### config.mk
export PLATFORM = sky130hd
export DESIGN_NAME = wave_phase_counter
export DESIGN_NICKNAME = d
export VERILOG_FILES = /design/src/rtl/wave_phase_counter_pkg.sv /design/src/rtl/wave_phase_counter_prescaler.sv /design/src/rtl/wave_phase_counter.sv
export SDC_FILE = /design/constraint.sdc
export NUM_CORES = 1
export LEC_CHECK = 0
export ABC_AREA = 1
export CORE_MARGIN = 5
export CORE_UTILIZATION = 40
export DETAILED_ROUTE_END_ITERATION = 12
export GPL_TIMING_DRIVEN = 0
export PLACE_DENSITY = 0.66
export SLEW_MARGIN = 40
export SYNTH_ARGS = -nofsm -noshare
export SYNTH_HDL_FRONTEND = slang
export SYNTH_SLANG_ARGS = --single-unit
export TNS_END_PERCENT = 30
### constraint.sdc
create_clock -name clk_i -period 2.5 [get_ports clk_i]
set_clock_uncertainty 0.2 [all_clocks]
set_input_delay 0.5 -clock clk_i [delete_from_list [all_inputs] [get_ports clk_i]]
set_output_delay 0.5 -clock clk_i [all_outputs]
set_load 0.03 [all_outputs]
### src/rtl/wave_phase_counter_pkg.sv
// wave_phase_counter_pkg: shared widths and Q0.7 reference constants for the wave generator
package wave_phase_counter_pkg;
  localparam int N_FRAC_DEF = 7;
  localparam logic [N_FRAC_DEF:0] ONE       = 8'b0111_1111;
  localparam logic [N_FRAC_DEF:0] MINUS_ONE = 8'b1000_0001;
endpackage

### src/rtl/wave_phase_counter_prescaler.sv
// strobe_prescaler: sample-rate tick generator, one tick every div_i+1 enabled cycles
module strobe_prescaler
  import wave_phase_counter_pkg::*;
#(
  parameter int N_DIV = 8
) (
  input  logic             clk_i,
  input  logic             rst_i,
  input  logic             enable_i,
  input  logic [N_DIV-1:0] div_i,
  output logic             tick_o
);
  logic [N_DIV-1:0] div_cnt;
  // >= so that lowering div_i below the running count ticks on the next enabled cycle
  assign tick_o = enable_i && (div_cnt >= div_i);
  // count enabled cycles, restart at each tick
  always_ff @(posedge clk_i or negedge rst_i)
    if (!rst_i) div_cnt <= '0;
    else if (tick_o) div_cnt <= '0;
    else if (enable_i) div_cnt <= div_cnt + 1'b1;
endmodule

### src/rtl/wave_phase_counter.sv
// wave_phase_counter: phase accumulator with phase-continuous tuning-word updates
module wave_phase_counter
  import wave_phase_counter_pkg::*;
#(
  parameter int                N_FRAC    = N_FRAC_DEF,
  parameter int                N_ACC     = 16,
  parameter int                N_DIV     = 8,
  parameter logic [N_ACC-1:0]  RESET_INC = '0
) (
  input  logic                     clk_i,
  input  logic                     rst_i,
  input  logic                     enable_i,
  input  logic [N_DIV-1:0]         div_i,
  input  logic [N_ACC-1:0]         freq_word_i,
  input  logic                     freq_word_valid_i,
  output logic                     freq_word_ready_o,
  output logic signed [N_FRAC:0]   counter_value_o,
  output logic                     counter_value_valid_strobe_o,
  output logic                     wrap_strobe_o
);
  logic             tick;
  logic [N_ACC-1:0] acc, inc_active, shadow;
  logic             pending;
  logic [N_ACC:0]   sum;
  strobe_prescaler #(.N_DIV(N_DIV)) u_prescaler (
    .clk_i    (clk_i),
    .rst_i    (rst_i),
    .enable_i (enable_i),
    .div_i    (div_i),
    .tick_o   (tick)
  );
  assign sum = {1'b0, acc} + {1'b0, inc_active};
  assign freq_word_ready_o = !pending;
  // advance phase per tick; new increment swaps in only on a wrapping (or idle) tick
  always_ff @(posedge clk_i or negedge rst_i)
    if (!rst_i) begin
      acc                          <= '0;
      inc_active                   <= RESET_INC;
      shadow                       <= '0;
      pending                      <= 1'b0;
      counter_value_o              <= '0;
      counter_value_valid_strobe_o <= 1'b0;
      wrap_strobe_o                <= 1'b0;
    end else begin
      counter_value_valid_strobe_o <= tick;
      wrap_strobe_o                <= tick && sum[N_ACC];
      if (tick) begin
        acc             <= sum[N_ACC-1:0];
        counter_value_o <= sum[N_ACC-1 -: N_FRAC+1];
      end
      if (tick && pending && (sum[N_ACC] || inc_active == '0)) begin
        inc_active <= shadow;
        pending    <= 1'b0;
      end else if (freq_word_valid_i && !pending) begin
        shadow  <= freq_word_i;
        pending <= 1'b1;
      end
    end
endmodule

==> metrics.cfg <==
[outcome]
status = finished clean

[synth]
synthArstFlopShare_pct = 100
yosys.area.top_type_share_pct = 42.0
synthTopCellsByArea = dfrtp_1 (42%), nand2_1 (14%), ha_1 (8.9%)
syn_nets = 478
ys_warn_count = 0
synth.lib_cells_used.distinct = 32
synth_edf_count = 0
avgSynthCellArea_um2 = 8.30
synth_area_leader_cell = dfrtp_1
ys_seq_area_share_pct = 42.0
synth_ff_type = dfrtp_1
synthCells = 424
synth.cell_area_um2 = 3520
synth-seq-cells = 59

[global_route]
grt_start_max_net_pins = 38
overflow = 0
grt_util_all_layers_pct = 14.3
grt_antenna_before_repair = 0
grt_pass1_wl_um = 12900
grt_pass1_vias = 2965

[critical_path]
worst_ep_required_time_ps = 2520
critPathKind = input port to flop
cp.arrival_ps = 2370
endpoint_kind = flop
cp_max_fo = 10
worstSetupStartpointType = input port

[sta]
setup_viol = 0
rsz0062_at_grt = false
period_share_pct = 93.9
slew_violations = 0
setup-tns-final_ps = 0
fin_crit_ps = 2350
slew_headroom_pct = 76.0
worst_hold_slack_ps = 294
setup_ws_ps = 153
hold_violations = 0
tightest_slew_ps = 357
fmax_ghz = 0.426

[run]
maxCapViolCount = 0

[pwr]
cellLeakagePower_nw = 2.28
ir_worst_vdd_v = 0.000582
power.density_nw_per_um2 = 1130
total_power_mw = 4.86

[finish]
area_growth_pct = 22.3
stdcell_area_um2 = 4300
n_antenna_cell = 0
ff_latch_area_um2 = 1480
multi_input_area_um2 = 1800
nNetsFinal = 531
drive_gt1_share_pct = 13.5
fill_cells = 820
finalNonFillerCells = 589
final_common_cell = nand2_1
fin_util_pct = 49.8
final_cell_mix = nand2_1 (135), dfrtp_1 (59), nand3_1 (40)

[placement]
placed_area_um2 = 4050
gp_congestion = 0.814
post-dp-hpwl_um = 5650
portBuffers = 38
post-place-ws_ps = -287
dp.cells = 571

[cts]
clock_path_buffers = 2
htreeDepth = 3
cts_buffers = 9
clockRootBuffer = clkbuf_8
clk-insertion-delay-late_ps = 340
cts.clk_slew.worst_paths_ps = 60
clock-sinks = 59
tritoncts = built

[detailed_routing]
wire_per_inst_um = 12.2
ant_nets = 0
dr.pass1.iters = 4
viasPerCell = 4.87
vias = 2869
finalWirelength_um = 7170
drc = 0
drtIter0Drc = 99

[die]
ios = 39
die_y_um = 104
coreArea_um2 = 8640
die_x_um = 104
die-area_um2 = 10800
row_count = 34
start_util_pct = 40.7

[min_path]
hp-class = flop to flop

-- power by group --
group / internal (mW) / switching, mW
Clock: 0.564 / 0.354
Combinational: 0.984 / 1.23
Sequential: 1.37 / 0.352
-- registers in the layout, indices dropped and copies added, names as in the netlist --
| name | flops |
|---|---|
| wrap_strobe_o | 1 |
| pending | 1 |
| shadow | 16 |
| u_prescaler.div_cnt | 8 |
| acc | 8 |
| inc_active | 16 |
| counter_value_valid_strobe_o | 1 |
| counter_value_o | 8 |
-- area by class of cell --
cell class              instances  share of cell area [%]
multi-input cells             315                    41.9
flip-flops and latches         59                    34.3
repair buffers                 42                    9.83
clock buffers                  14                    4.24
well taps                     108                    3.14
plain buffers                  16                    2.97
inverters                      34                    2.97
clock inverters                 1                   0.698
-- synth_stat cells, drive strengths merged, types with 4 or more instances --
library cell,number
a21oi,15
buf,16
dfrtp,59
ha,25
inv,34
mux2,16
nand2,139
nand3,42
nand3b,4
nor2,36
nor3,5
o21ai,10
xnor2,8
-- cell families after synthesis --
kind of cell             synth area share [%]
AO/OA/AOI/OAI                            4.84
XOR/XNOR                                 2.74
adder cells (fa/ha/maj)                  9.46
buffers and inverters                    6.97
flip-flops                               42.0
multiplexers                             5.12
AND/OR/NAND/NOR                          28.9
-- metal layers --
| layer | up-vias | part of all wire, % | GRT usage, % | wire (um) |
|---|---|---|---|---|
| met5 | - | 0 | 0 | 0 |
| met4 | 0 | 1.3 | 4.44 | 91 |
| met3 | 9 | 3.0 | 3.54 | 214 |
| met2 | 33 | 48 | 23.9 | 3460 |
| met1 | 1351 | 47 | 18.1 | 3390 |
| li1 | 1476 | - | - | - |
-- repair_timing --
item                                    4_1_cts  5_1_grt
hold buffers                                  1        0
endpoints found under the setup margin        0       19
hold endpoints to repair                     22        0
buffers inserted                              0        2
resized for setup                             0        5
-- critical path, stage by stage --
cell             delay (ps)
clkdlybuf4s50_1         450
inv_1                    40
ha_1                    290
nand2_1                  70
nor2_2                  130
nand4_1                 130
nand3_2                 110
nand2_4                  80
nor2_4                  210
nand2_4                 110
buf_6                   150
nand2_1                  50
nand2_1                  50
-- final timing paths --
check	to	from	slack, ps	depth (start not counted)
worst max-delay path	inc_active[5]	div_i[5]	150	13
worst min-delay path	acc[0]	acc[0]	290	2
worst max register to register	inc_active[5]	acc[0]	190	12
worst min register to register	acc[0]	acc[0]	290	2
max in group asynchronous	inc_active[3]	rst_i	1210	3
min in group asynchronous	counter_value_o[1]	rst_i	400	2
No activity file was read; power rests on OpenSTA's default activity.
